==> src/rtl/mcu_pkg.sv <==
// Shared types, encodings and decode helpers for the multicycle control unit.
package mcu_pkg;

   typedef enum logic [3:0] {
      FETCH,
      DECODE,
      EXECR,
      EXECI,
      ALUWB,
      MEMADR,
      MEMRD,
      MEMWB,
      MEMWR,
      BRANCH
   } state_t;

   localparam logic [3:0] COND_EQ = 4'h0;
   localparam logic [3:0] COND_NE = 4'h1;
   localparam logic [3:0] COND_CS = 4'h2;
   localparam logic [3:0] COND_CC = 4'h3;
   localparam logic [3:0] COND_MI = 4'h4;
   localparam logic [3:0] COND_PL = 4'h5;
   localparam logic [3:0] COND_VS = 4'h6;
   localparam logic [3:0] COND_VC = 4'h7;
   localparam logic [3:0] COND_HI = 4'h8;
   localparam logic [3:0] COND_LS = 4'h9;
   localparam logic [3:0] COND_GE = 4'hA;
   localparam logic [3:0] COND_LT = 4'hB;
   localparam logic [3:0] COND_GT = 4'hC;
   localparam logic [3:0] COND_LE = 4'hD;
   localparam logic [3:0] COND_AL = 4'hE;

   localparam logic [3:0] CMD_AND = 4'b0000;
   localparam logic [3:0] CMD_EOR = 4'b0001;
   localparam logic [3:0] CMD_SUB = 4'b0010;
   localparam logic [3:0] CMD_ADD = 4'b0100;
   localparam logic [3:0] CMD_TST = 4'b1000;
   localparam logic [3:0] CMD_CMP = 4'b1010;
   localparam logic [3:0] CMD_ORR = 4'b1100;
   localparam logic [3:0] CMD_MOV = 4'b1101;
   localparam logic [3:0] CMD_MVN = 4'b1111;

   localparam logic [3:0] ALU_ADD = 4'b0000;
   localparam logic [3:0] ALU_SUB = 4'b0001;
   localparam logic [3:0] ALU_AND = 4'b0010;
   localparam logic [3:0] ALU_ORR = 4'b0011;
   localparam logic [3:0] ALU_EOR = 4'b0100;

   localparam logic [1:0] IMM_DP  = 2'b00;
   localparam logic [1:0] IMM_MEM = 2'b01;
   localparam logic [1:0] IMM_BR  = 2'b10;

   localparam logic [1:0] RES_ALUOUT = 2'b00;
   localparam logic [1:0] RES_MEM    = 2'b01;
   localparam logic [1:0] RES_ALU    = 2'b10;

   function automatic logic cmd_supported(input logic [3:0] cmd);
      return cmd inside {CMD_AND, CMD_EOR, CMD_SUB, CMD_ADD, CMD_TST,
                         CMD_CMP, CMD_ORR, CMD_MOV, CMD_MVN};
   endfunction

   // Compare/test commands only touch the flags and skip write-back
   function automatic logic cmd_is_test(input logic [3:0] cmd);
      return (cmd == CMD_CMP) || (cmd == CMD_TST);
   endfunction

   function automatic logic [3:0] alu_op(input logic [3:0] cmd);
      case (cmd)
         CMD_AND, CMD_TST: return ALU_AND;
         CMD_EOR:          return ALU_EOR;
         CMD_SUB, CMD_CMP: return ALU_SUB;
         CMD_ORR:          return ALU_ORR;
         default:          return ALU_ADD;
      endcase
   endfunction

endpackage

==> src/rtl/cond_check.sv <==
// Combinational ARM condition-code evaluation against the stored NZCV flags.
module cond_check
   import mcu_pkg::*;
(
   input  logic [3:0] cond,
   input  logic [3:0] flags,
   output logic       cond_ok
);

   logic n, z, c, v;

   assign {n, z, c, v} = flags;

   always_comb begin
      cond_ok = 1'b0;
      case (cond)
         COND_EQ: cond_ok = z;
         COND_NE: cond_ok = ~z;
         COND_CS: cond_ok = c;
         COND_CC: cond_ok = ~c;
         COND_MI: cond_ok = n;
         COND_PL: cond_ok = ~n;
         COND_VS: cond_ok = v;
         COND_VC: cond_ok = ~v;
         COND_HI: cond_ok = c & ~z;
         COND_LS: cond_ok = ~c | z;
         COND_GE: cond_ok = (n == v);
         COND_LT: cond_ok = (n != v);
         COND_GT: cond_ok = ~z & (n == v);
         COND_LE: cond_ok = z | (n != v);
         COND_AL: cond_ok = 1'b1;
         default: cond_ok = 1'b0;
      endcase
   end

endmodule

==> src/rtl/multicycle_control_unit.sv <==
// Multicycle ARM-subset control FSM with NZCV flag register and memory stall handshake.
// Optional retired-instruction counter enabled by defining MCU_RETIRE_CNT_EN.
module multicycle_control_unit
   import mcu_pkg::*;
#(
   parameter int FLAG_W     = 4,
   parameter int ALU_CTRL_W = 4
`ifdef MCU_RETIRE_CNT_EN
  ,parameter int CNT_W      = 32
`endif
)(
   input  logic                  clk,
   input  logic                  reset,
   input  logic [19:0]           instruction,
   input  logic [FLAG_W-1:0]     alu_flags,
   input  logic                  sh_imm,
   input  logic [1:0]            sh,
   input  logic                  mem_ready,
   output logic                  pc_write,
   output logic                  ir_write,
   output logic                  adr_src,
   output logic                  mem_write,
   output logic                  reg_write,
   output logic                  alu_src_a,
   output logic [1:0]            alu_src_b,
   output logic [1:0]            result_src,
   output logic [1:0]            reg_src,
   output logic [1:0]            imm_src,
   output logic [ALU_CTRL_W-1:0] alu_control,
   output logic                  sh_src,
   output logic                  mov_src,
   output logic                  mvn_src,
   output logic [FLAG_W-1:0]     flags_q
`ifdef MCU_RETIRE_CNT_EN
  ,output logic [CNT_W-1:0]      retired_cnt
`endif
);

   state_t     state, next_state;
   logic [3:0] cond, cmd;
   logic [1:0] op;
   logic       i_bit, s_bit, cond_ok, flag_en;
   logic       unused_reg_fields;

   assign cond  = instruction[19:16];
   assign op    = instruction[15:14];
   assign i_bit = instruction[13];
   assign cmd   = instruction[12:9];
   assign s_bit = instruction[8];
   assign unused_reg_fields = ^instruction[7:0];

   cond_check u_cond_check (
      .cond    (cond),
      .flags   (flags_q[3:0]),
      .cond_ok (cond_ok)
   );

   always_ff @(posedge clk) begin
      if (reset) begin
         state   <= FETCH;
         flags_q <= '0;
      end else begin
         state <= next_state;
         if (flag_en)
            flags_q <= alu_flags;
      end
   end

   // Every output defaults to 0 so each state only names what it drives
   always_comb begin
      next_state  = state;
      flag_en     = 1'b0;
      pc_write    = 1'b0;
      ir_write    = 1'b0;
      adr_src     = 1'b0;
      mem_write   = 1'b0;
      reg_write   = 1'b0;
      alu_src_a   = 1'b0;
      alu_src_b   = 2'b00;
      result_src  = RES_ALUOUT;
      reg_src     = 2'b00;
      imm_src     = IMM_DP;
      alu_control = '0;
      sh_src      = 1'b0;
      mov_src     = 1'b0;
      mvn_src     = 1'b0;
      case (state)
         FETCH: begin
            alu_src_a   = 1'b1;
            alu_src_b   = 2'b10;
            alu_control = ALU_CTRL_W'(ALU_ADD);
            result_src  = RES_ALU;
            ir_write    = mem_ready;
            pc_write    = mem_ready;
            if (mem_ready)
               next_state = DECODE;
         end
         DECODE: begin
            alu_src_a = 1'b1;
            alu_src_b = 2'b10;
            reg_src   = {(op == 2'b01) & ~s_bit, (op == 2'b10)};
            imm_src   = (op == 2'b01) ? IMM_MEM : (op == 2'b10) ? IMM_BR : IMM_DP;
            case (op)
               2'b00:   next_state = i_bit ? EXECI : EXECR;
               2'b01:   next_state = MEMADR;
               2'b10:   next_state = BRANCH;
               default: next_state = FETCH;
            endcase
         end
         EXECR, EXECI: begin
            alu_src_b   = (state == EXECI) ? 2'b01 : 2'b00;
            alu_control = ALU_CTRL_W'(alu_op(cmd));
            sh_src      = ~i_bit & (sh_imm | (sh != 2'b00));
            mov_src     = (cmd == CMD_MOV);
            mvn_src     = (cmd == CMD_MVN);
            flag_en     = s_bit & cond_ok & cmd_supported(cmd);
            next_state  = cmd_is_test(cmd) ? FETCH : ALUWB;
         end
         ALUWB: begin
            reg_write  = cond_ok & cmd_supported(cmd);
            result_src = RES_ALUOUT;
            next_state = FETCH;
         end
         MEMADR: begin
            alu_src_b   = 2'b01;
            imm_src     = IMM_MEM;
            alu_control = ALU_CTRL_W'(ALU_ADD);
            next_state  = s_bit ? MEMRD : MEMWR;
         end
         MEMRD: begin
            adr_src = 1'b1;
            if (mem_ready)
               next_state = MEMWB;
         end
         MEMWB: begin
            reg_write  = cond_ok;
            result_src = RES_MEM;
            next_state = FETCH;
         end
         MEMWR: begin
            adr_src   = 1'b1;
            mem_write = cond_ok;
            if (mem_ready)
               next_state = FETCH;
         end
         BRANCH: begin
            alu_src_b  = 2'b01;
            imm_src    = IMM_BR;
            pc_write   = cond_ok;
            result_src = RES_ALU;
            next_state = FETCH;
         end
         default: next_state = FETCH;
      endcase
   end

`ifdef MCU_RETIRE_CNT_EN
   logic retire;

   // An instruction retires when it leaves for FETCH from a completing state with its condition met
   assign retire = (next_state == FETCH) && cond_ok &&
                   (state inside {ALUWB, MEMWB, MEMWR, BRANCH, EXECR, EXECI});

   always_ff @(posedge clk) begin
      if (reset)
         retired_cnt <= '0;
      else if (retire)
         retired_cnt <= retired_cnt + 1'b1;
   end
`endif

endmodule

==> config.mk <==
export PLATFORM = sky130hd
export DESIGN_NAME = multicycle_control_unit
export DESIGN_NICKNAME = d
export VERILOG_FILES = /design/src/rtl/mcu_pkg.sv /design/src/rtl/cond_check.sv /design/src/rtl/multicycle_control_unit.sv
export SDC_FILE = /design/constraint.sdc
export NUM_CORES = 1
export LEC_CHECK = 0
export BUFFER_PORTS_ARGS = -buffer_cell sky130_fd_sc_hd__buf_2
export CORE_MARGIN = 2
export CORE_UTILIZATION = 44
export CTS_BUF_LIST = sky130_fd_sc_hd__clkbuf_4 sky130_fd_sc_hd__clkbuf_8
export DETAILED_ROUTE_END_ITERATION = 8
export GPL_TIMING_DRIVEN = 0
export HOLD_SLACK_MARGIN = 0.02
export PLACE_DENSITY_LB_ADDON = 0.2
export RECOVER_POWER = 100
export SYNTH_ARGS = -nofsm -noshare
export SYNTH_HDL_FRONTEND = slang
export SYNTH_SLANG_ARGS = --single-unit
==> constraint.sdc <==
create_clock -name clk -period 2.3 [get_ports clk]
set_clock_uncertainty 0.15 [all_clocks]
set_input_delay 0 -clock clk [delete_from_list [all_inputs] [get_ports clk]]
set_output_delay 0 -clock clk [all_outputs]
set_load 0.02 [all_outputs]
==> key figures, run 1 <==
Floorplanning
  – Row count: 16
  – Core area: 1900 µm²
  – Starting Density: 0.455
  – Die height: 48.3 µm
  – Die Wd: 48.3 µm
  – I/O pin count: 55
  – Full die area: 2340 µm²

Synth
  – Avg Cell Area, Syn: 7.15 µm²
  – Post-synth EDFFs: 0
  – Seq/Total Area, Yosys: 0.185
  – Async SR Flop Fraction: 0
  – Register bit total from synthesis: 8
  – Synth Net Count: 157
  – Top FF cell, synth: dfxtp_1
  – Mapped Cells: 121
  – Synth cell types: 38
  – Post-Syn Area: 865 µm²
  – Synth Warn #: 0

Run
  – Max-cap viol count: 0

Hold path
  – Min-delay worst type: in -> reg
  – WHS Path Cells: 4

Routing
  – Drt first-iter violations: 13
  – Vias: 1,044
  – DRC viols: 0
  – Antenna Nets Post-Route: 0
  – Drt pass-1 iters: 3
  – Final WL: 2350 µm
  – Wire per inst: 11.6 µm
  – Vias per inst: 5.14

Pwr
  – Pint: 271 µW
  – Clock Power Share: 0.268
  – Pleak: 0.000607 µW
  – Max IR drop VDD: 0.350 mV
  – Switching Share: 0.350
  – Power Total: 418 µW
  – Logic pwr share: 0.379
  – Sequential share of power: 0.353
  – PwrDens: 338 nW/µm²
  – Switching pwr: 146 µW

Placement
  – I/O Buffers: 45
  – Placer Congestion: 0.819
  – Placed cell areas: 1120 µm²
  – Post-DP HPWL: 1710 µm

Final layout
  – Nets: 214
  – Commonest non-fill, non-tap cells in the layout: buf_2, nor3_1, nor2_1, a21oi_1, nand2b_1
  – FILL cells: 173
  – Design area: 1240 µm²
  – Share of cells above drive strength 1: 0.324
  – Commonest non-fill, non-tap cell in the layout: buf_2
  – Layout area overhead: 43.0%
  – # diodes: 0
  – Final Core Density: 0.650

Critical path
  – Worst path max stage delay: 0.55 ns
  – CP Launch Type: flop
  – Setup Crit Path Kind: reg -> out
  – Worst setup EP type: output pin
  – Worst EP required: 2.15 ns
  – Critical-path cell list: or4b_4, o2111ai_2, a32oi_2, xnor2_2, nor4b_2, buf_4
  – Critical path fanouts, max: 6
  – CP max stage cell: or4b_4
  – Reg2reg path depth: 5
  – CP arrival: 2.02 ns

Timing
  – RSZ-0062 raised after global routing: no
  – Slew Limit Fails: 0
  – Setup TNS: 0 ns
  – Min Tclk post-route: 2.17 ns
  – Relative slew slack: 0.619
  – Final setup viols: 0
  – Slew @ Worst Pin: 0.555 ns
  – F_max: 462 MHz
  – Tcrit/Tclk final: 0.942
  – Final Hold Fails: 0

Clock network
  – Root Driver: clkbuf_4
  – Num CTS Buffers: 3
  – Clock slew at reported path FFs: 0.06 ns
  – Number of clock sinks: 8
  – H-tree levels: 1
  – CTS tree: yes
  – Clock tree buffer depth: 2
  – Clock Latency Late Sink: 0.26 ns

Global routing
  – Remaining global-route overflow: 0
  – GRT Total Usage: 0.193
  – Initial antenna violation count: 0
  – First-pass GRT wire length: 3760 µm
  – Vias in the first global route: 958
  – Pin count of the biggest net entering global routing: 11

Run status
  – Status: completed
[worst max-delay path, delay by kind of cell, from the launching register on]
family                 cells  cell delay (ns)
flip-flops                 1             0.36
XOR/XNOR                   1             0.20
buffers and inverters      1             0.18
AO/OA/AOI/OAI              2             0.21
AND/OR/NAND/NOR            2             0.79
[cell usage after synthesis, types with 2 or more instances]
cell type	count	share of area
nor3_1	14	0.081
a21oi_1	10	0.058
nand2b_1	10	0.072
nor2_1	10	0.043
inv_1	9	0.039
dfxtp_1	8	0.19
nand2_1	7	0.030
ha_1	6	0.087
mux2i_1	4	0.046
a31oi_1	3	0.022
and3_1	3	0.022
clkbuf_1	3	0.013
nand3_1	3	0.017
nand3b_1	3	0.026
nor4_1	3	0.022
buf_4	2	0.017
xnor2_1	2	0.020
[cells by family after synthesis]
group,count (synthesis),synth area share
AND/OR/NAND/NOR,60,0.382
AO/OA/AOI/OAI,22,0.166
buffers and inverters,16,0.0796
flip-flops,8,0.185
adder cells (fa/ha/maj),6,0.0868
multiplexers,6,0.0753
XOR/XNOR,2,0.0203
other,1,0.00434
[power groups by stage]
stage / clock (µW) / sequential, µW / combinational [µW]
2_1_floorplan: 0 / 149 / 91.2
3_3_place_gp: 0 / 150 / 140
3_5_place_dp: 0 / 150 / 143
4_1_cts: 111 / 147 / 153
5_1_grt: 123 / 148 / 175
6_report: 112 / 147 / 158
[per-layer routing]
| metal | global-route usage | vias to the layer above | share of wire |
|---|---|---|---|
| met2 | 0.350 | 38 | 0.49 |
| met4 | 0.0857 | 0 | 0.013 |
| met3 | 0.0216 | 4 | 0.058 |
| li1 | - | 540 | - |
| met5 | 0 | - | 0 |
| met1 | 0.229 | 462 | 0.44 |
[state kept, by name (all words and copies together) (netlist names)]
name and flops:
flags_q 4, state 4
[per-stage QoR]
| stage | instances | worst slack [ns] | hold slack [ns] |
|---|---|---|---|
| after floorplan | 121 | 0.0599 | -0.0613 |
| after global placement | 193 | 0.299 | 0.111 |
| after detailed placement | 193 | 0.299 | 0.122 |
| after CTS | 203 | 0.00640 | 0.0739 |
| after global routing | 203 | 0.00819 | 0.142 |
| final | 203 | 0.134 | 0.0703 |
[repair_timing]
action | CTS | global route
setup endpoints to repair | 0 | 1
hold endpoints to repair | 6 | 0
hold buffers | 7 | 0
buffers inserted | 0 | 0
gates resized for setup | 0 | 5
[final timing paths]
| kind | endpoint | from | slack [ns] |
|---|---|---|---|
| worst max-delay path | reg_write | flags_q[2]$_SDFFE_PP0P_ | 0.13 |
| worst min-delay path | state[2]$_SDFFE_PP0P_ | instruction[12] | 0.07 |
| worst max register to register | flags_q[3]$_SDFFE_PP0P_ | flags_q[2]$_SDFFE_PP0P_ | 0.18 |
| worst min register to register | flags_q[1]$_SDFFE_PP0P_ | flags_q[1]$_SDFFE_PP0P_ | 0.39 |
[final cells by class]
type,instances,area (µm²),share of cell area
repair buffers,52,295,0.239
inverters,10,37.5,0.0304
plain buffers,6,31.3,0.0253
well taps,27,33.8,0.0273
multi-input cells,97,656,0.530
flip-flops and latches,8,160,0.130
clock buffers,3,22.5,0.0182
(Power assumes the default switching activity.)
==> inputs of run 2 (changes only) <==
--- a/config.mk
+++ b/config.mk
@@ -7,7 +7,7 @@
 export LEC_CHECK = 0
 export BUFFER_PORTS_ARGS = -buffer_cell sky130_fd_sc_hd__buf_2
 export CORE_MARGIN = 2
-export CORE_UTILIZATION = 44
+export CORE_UTILIZATION = 45
 export CTS_BUF_LIST = sky130_fd_sc_hd__clkbuf_4 sky130_fd_sc_hd__clkbuf_8
 export DETAILED_ROUTE_END_ITERATION = 8
 export GPL_TIMING_DRIVEN = 0
@@ -16,4 +16,5 @@
 export RECOVER_POWER = 100
 export SYNTH_ARGS = -nofsm -noshare
 export SYNTH_HDL_FRONTEND = slang
+export SYNTH_HIERARCHICAL = 1
 export SYNTH_SLANG_ARGS = --single-unit
==> constraint.sdc (replaced) <==
create_clock -name clk -period 2.4 [get_ports clk]
set_clock_uncertainty 0.15 [all_clocks]
set_input_delay 0 -clock clk [delete_from_list [all_inputs] [get_ports clk]]
set_output_delay 0 -clock clk [all_outputs]
set_load 0.02 [all_outputs]
==> key figures, run 2 <==
Critical path
  – CP max stage cell: dfxtp_1
  – Critical path fanouts, max: 7
  – Setup Crit Path Kind: reg -> out
  – Worst setup EP type: output pin
  – CP arrival: 2.07 ns
  – Most used cell, CP: a211o_1
  – CP Launch Type: flop
  – Worst path max stage delay: 0.49 ns
  – Critical-path cell list: xnor2_2, o22ai_1, a211o_1, a211o_1, a31oi_1, nor3_1, clkbuf_2
  – Worst EP required: 2.25 ns

Synth
  – Yosys top cell area share: 0.162
  – Avg Cell Area, Syn: 7.18 µm²
  – Synth Warn #: 6
  – Post-synth EDFFs: 0
  – Most common library cells after synthesis: nor3_1, nand2_1, nand2b_1
  – Area contributors post-synth: dfxtp_1, ha_1, nand2b_1, nor3_1, a21oi_1
  – Synth cell types: 45
  – Register bit total from synthesis: 8
  – Synth Net Count: 174
  – Top FF cell, synth: dfxtp_1
  – Most common cell in the netlist: nor3_1
  – Mapped Cells: 138
  – Async SR Flop Fraction: 0
  – Post-Syn Area: 991 µm²
  – Seq/Total Area, Yosys: 0.162
  – Synth area leader: dfxtp_1

Pwr
  – PwrDens: 308 nW/µm²
  – Pleak: 0.000545 µW
  – Max IR drop VDD: 0.215 mV

Routing
  – Wire per inst: 11.8 µm
  – Vias per inst: 5.30
  – Vias: 1,150
  – DRC viols: 0
  – Drt first-iter violations: 28
  – Drt pass-1 iters: 4
  – Antenna Nets Post-Route: 0
  – Final WL: 2570 µm

Global routing
  – GRT Total Usage: 0.212
  – Routing usage on met3: 0.0439
  – Pin count of the biggest net entering global routing: 11
  – GR Util met1: 0.251
  – Met2 Use GR: 0.390
  – Vias in the first global route: 1,043
  – Initial antenna violation count: 0
  – Remaining global-route overflow: 0
  – Gr busiest metal: met2
  – First-pass GRT wire length: 4350 µm

Final layout
  – Nets: 228
  – # diodes: 0
  – Commonest non-fill, non-tap cells in the layout: clkbuf_1, buf_2, nor3_1
  – FILL cells: 196
  – Area of the multi-input gates: 739 µm²
  – Commonest non-fill, non-tap cell in the layout: clkbuf_1
  – Design area: 1290 µm²
  – Top Registers: flags_q x4, state x4
  – Register Area: 160 µm²
  – Share of cells above drive strength 1: 0.174
  – Layout area overhead: 30.4%

Timing
  – Final Hold Fails: 0
  – Min Tclk post-route: 2.22 ns
  – Slew Limit Fails: 0
  – Final setup viols: 0
  – Tcrit/Tclk final: 0.923
  – Setup TNS: 0 ns
  – F_max: 451 MHz
  – RSZ-0062 raised after global routing: no

Floorplanning
  – Die height: 50.9 µm
  – Die Wd: 50.9 µm
  – Full die area: 2590 µm²
  – Row count: 16
  – I/O pin count: 55
  – Starting Density: 0.490
  – Core area: 2020 µm²

Placement
  – I/O Buffers: 42
  – Post-DP HPWL: 1930 µm
  – Placer Congestion: 0.817
  – Placed cell areas: 1230 µm²

Clock network
  – Postcts setup bufs: 0
  – CTS tree: yes
  – Number of clock sinks: 8
  – Clock tree buffer depth: 2
  – Clock Latency Late Sink: 0.25 ns
  – H-tree levels: 1
  – Root Driver: clkbuf_4
  – Clock slew at reported path FFs: 0.05 ns
  – Num CTS Buffers: 3

Run status
  – Status: completed

Hold path
  – Min-delay worst type: in -> reg

Run
  – Max-cap viol count: 0
[run 2: final timing paths]
path                      startpoint                 endpoint  slack, ns  cells past startpoint
max          flags_q[3]$_SDFFE_PP0P_                 pc_write       0.18                      7
min                   instruction[8]  flags_q[1]$_SDFFE_PP0P_       0.03                      4
max reg2reg  flags_q[3]$_SDFFE_PP0P_  flags_q[0]$_SDFFE_PP0P_       0.26                      7
min reg2reg  flags_q[2]$_SDFFE_PP0P_  flags_q[2]$_SDFFE_PP0P_       0.41                      2
[run 2: metal layers]
metal,up-vias,wire (µm)
met5,-,0
met2,39,1290
met3,4,118
li1,588,-
met1,519,1130
met4,0,32
[run 2: report_power, final]
part / total [µW] / leakage, µW / internal [µW] / switching, µW
clock network: 100 / 0.0000138 / 57.0 / 42.9
registers: 139 / 0.0000648 / 136 / 2.34
logic: 160 / 0.000466 / 67.0 / 92.6
[run 2: repair_timing]
item	4_1_cts	5_1_grt
hold endpoints to repair	5	0
hold buffers	7	0
resized for setup	0	0
[run 2: cells by family after synthesis]
group / count (synthesis) / synth area share
compound gates: 30 / 0.202
xor+xnor: 3 / 0.0341
fa+ha+maj: 6 / 0.0758
buf+inv: 18 / 0.0858
flops: 8 / 0.162
mux: 7 / 0.0770
other cells: 1 / 0.00378
simple gates: 65 / 0.360
[run 2: critical path, delay by kind of cell (launching register included)]
kind,cells,cell delay [ns]
compound gates,4,0.93
flops,1,0.49
simple gates,1,0.06
xor+xnor,1,0.18
buf+inv,1,0.17
[run 2: final cells by class]
class                      count  area share
multi-input combinational    112       0.572
timing repair buffer          49       0.196
sequential                     8       0.124
buffer                        12      0.0474
tap                           27      0.0261
clock buffer                   3      0.0174
inverter                       6      0.0174
[run 2: per-stage QoR]
step                      power (µW)  hold slack [ns]  std cells  setup WS (ns)  utilization
after floorplan                  244          -0.0613        138          0.432            -
after detailed placement         295            0.125        207          0.384        0.611
after global placement           290            0.111        207          0.449        0.611
after global routing             431           0.0384        217         0.0477        0.639
after CTS                        405           0.0287        217          0.189        0.657
final                            398           0.0345        217          0.185        0.639
==> inputs of run 3 (changes only) <==
--- a/config.mk
+++ b/config.mk
@@ -12,6 +12,7 @@
 export DETAILED_ROUTE_END_ITERATION = 8
 export GPL_TIMING_DRIVEN = 0
 export HOLD_SLACK_MARGIN = 0.02
+export MAX_ROUTING_LAYER = met4
 export PLACE_DENSITY_LB_ADDON = 0.2
 export RECOVER_POWER = 100
 export SYNTH_ARGS = -nofsm -noshare
==> key figures, run 3 (synthesized netlist as in run 2, its figures left out) <==
Pwr
  – Max IR drop VDD: 0.215 mV
  – PwrDens: 308 nW/µm²
  – Pleak: 0.000545 µW
  – Power Total: 398 µW

Critical path
  – Crit path from: flags_q[3]$_SDFFE_PP0P_
  – Critical path fanouts, max: 7
  – Worst EP required: 2.25 ns
  – RR Endpoint: flags_q[0]$_SDFFE_PP0P_
  – CP arrival: 2.06 ns
  – Reg2reg path depth: 7
  – CP endpoint: pc_write
  – Worst setup EP type: output pin
  – FF-to-FF Start: flags_q[3]$_SDFFE_PP0P_
  – Setup Crit Path Kind: reg -> out
  – CP Launch Type: flop
  – Reg2reg setup slack: 0.27 ns

Final layout
  – Commonest non-fill, non-tap cell in the layout: clkbuf_1
  – FILL cells: 196
  – Register Area: 160 µm²
  – Nets: 228
  – Layout area overhead: 30.4%
  – Commonest non-fill, non-tap cells in the layout: clkbuf_1, buf_2, nor3_1
  – # diodes: 0
  – Share of cells above drive strength 1: 0.174
  – Area of the multi-input gates: 739 µm²
  – Top Registers: flags_q x4, state x4

Timing
  – Tcrit/Tclk final: 0.922
  – Slew Limit Fails: 0
  – Final Hold Fails: 0
  – Setup TNS: 0 ns
  – RSZ-0062 raised after global routing: no
  – Final setup viols: 0
  – F_max: 452 MHz
  – Worst Slack Setup Final: 0.186 ns
  – Min Tclk post-route: 2.21 ns

Routing
  – Vias: 1,151
  – Final WL: 2550 µm
  – Antenna Nets Post-Route: 0
  – Wire per inst: 11.8 µm
  – Drt pass-1 iters: 4
  – Vias per inst: 5.30
  – DRC viols: 0
  – Drt first-iter violations: 28

Clock network
  – Num CTS Buffers: 3
  – Root Driver: clkbuf_4
  – CTS hold repair buffers: 7
  – Clock Latency Late Sink: 0.25 ns
  – H-tree levels: 1
  – Clock tree buffer depth: 2
  – Number of clock sinks: 8
  – # resized after CTS: 0
  – Clock slew at reported path FFs: 0.05 ns
  – CTS tree: yes
  – Postcts setup bufs: 0

Floorplanning
  – Full die area: 2590 µm²
  – Die height: 50.9 µm
  – I/O pin count: 55
  – Die Wd: 50.9 µm
  – Row count: 16
  – Starting Density: 0.490
  – Core area: 2020 µm²

Run
  – Max-cap viol count: 0

Placement
  – I/O Buffers: 42
  – Post-Place Setup Slack: 0.384 ns
  – Placer Congestion: 0.829
  – Post-DP HPWL: 1930 µm

Global routing
  – Vias in the first global route: 1,044
  – GRT Total Usage: 0.217
  – Initial antenna violation count: 0
  – Remaining global-route overflow: 0
  – First-pass GRT wire length: 4340 µm
  – Pin count of the biggest net entering global routing: 11

Run status
  – Status: completed

Hold path
  – Min-delay worst type: in -> reg
==> run 3: cell counts in the layout (fill, tap and decap cells not counted) <==
Identical to the previous run, type by type.
==> run 3: how the worst min path moves through the flow <==
stage | startpoint | end | slack (ns) | depth (start not counted)
2_1_floorplan | instruction[9] | alu_control[0] | -0.06 | 1
3_3_place_gp | alu_flags[2] | flags_q[2]$_SDFFE_PP0P_ | 0.11 | 3
3_5_place_dp | alu_flags[1] | flags_q[1]$_SDFFE_PP0P_ | 0.12 | 3
4_1_cts | instruction[8] | flags_q[0]$_SDFFE_PP0P_ | 0.03 | 4
5_1_grt | instruction[8] | flags_q[1]$_SDFFE_PP0P_ | 0.04 | 4
6_report | instruction[8] | flags_q[1]$_SDFFE_PP0P_ | 0.03 | 4
==> run 3: critical path, stage by stage (launching register included) <==
cell and delay, ns:
dfxtp_1 0.49, xnor2_2 0.18, o22ai_1 0.12, a211o_1 0.31
a211o_1 0.32, a31oi_1 0.18, nor3_1 0.06, clkbuf_2 0.17
==> run 3: stage by stage <==
| step | cells | instance area, µm² | hold slack, ns | utilization |
|---|---|---|---|---|
| 6_report | 217 | 1290 | 0.0277 | 0.639 |
| 2_1_floorplan | 138 | 991 | -0.0613 | - |
| 3_5_place_dp | 207 | 1230 | 0.125 | 0.611 |
| 4_1_cts | 217 | 1330 | 0.0287 | 0.657 |
| 5_1_grt | 217 | 1290 | 0.0384 | 0.639 |
| 3_3_place_gp | 207 | 1230 | 0.111 | 0.611 |
==> run 3: power by group <==
part	switching (µW)	internal, µW	total [µW]
Clock	42.8	57.0	99.8
Sequential	2.34	136	139
Combinational	92.3	67.0	159
==> run 3: area by class of cell <==
class,instances,share of cell area
multi-input combinational,112,0.572
timing repair buffer,49,0.196
sequential,8,0.124
buffer,12,0.0474
tap,27,0.0261
clock buffer,3,0.0174
inverter,6,0.0174
==> run 3: routing by layer <==
| metal | global-route usage | wire [µm] |
|---|---|---|
| met5 | - | 0 |
| met4 | 0.0405 | 31 |
| met3 | 0.0439 | 118 |
| met2 | 0.390 | 1290 |
| met1 | 0.251 | 1120 |
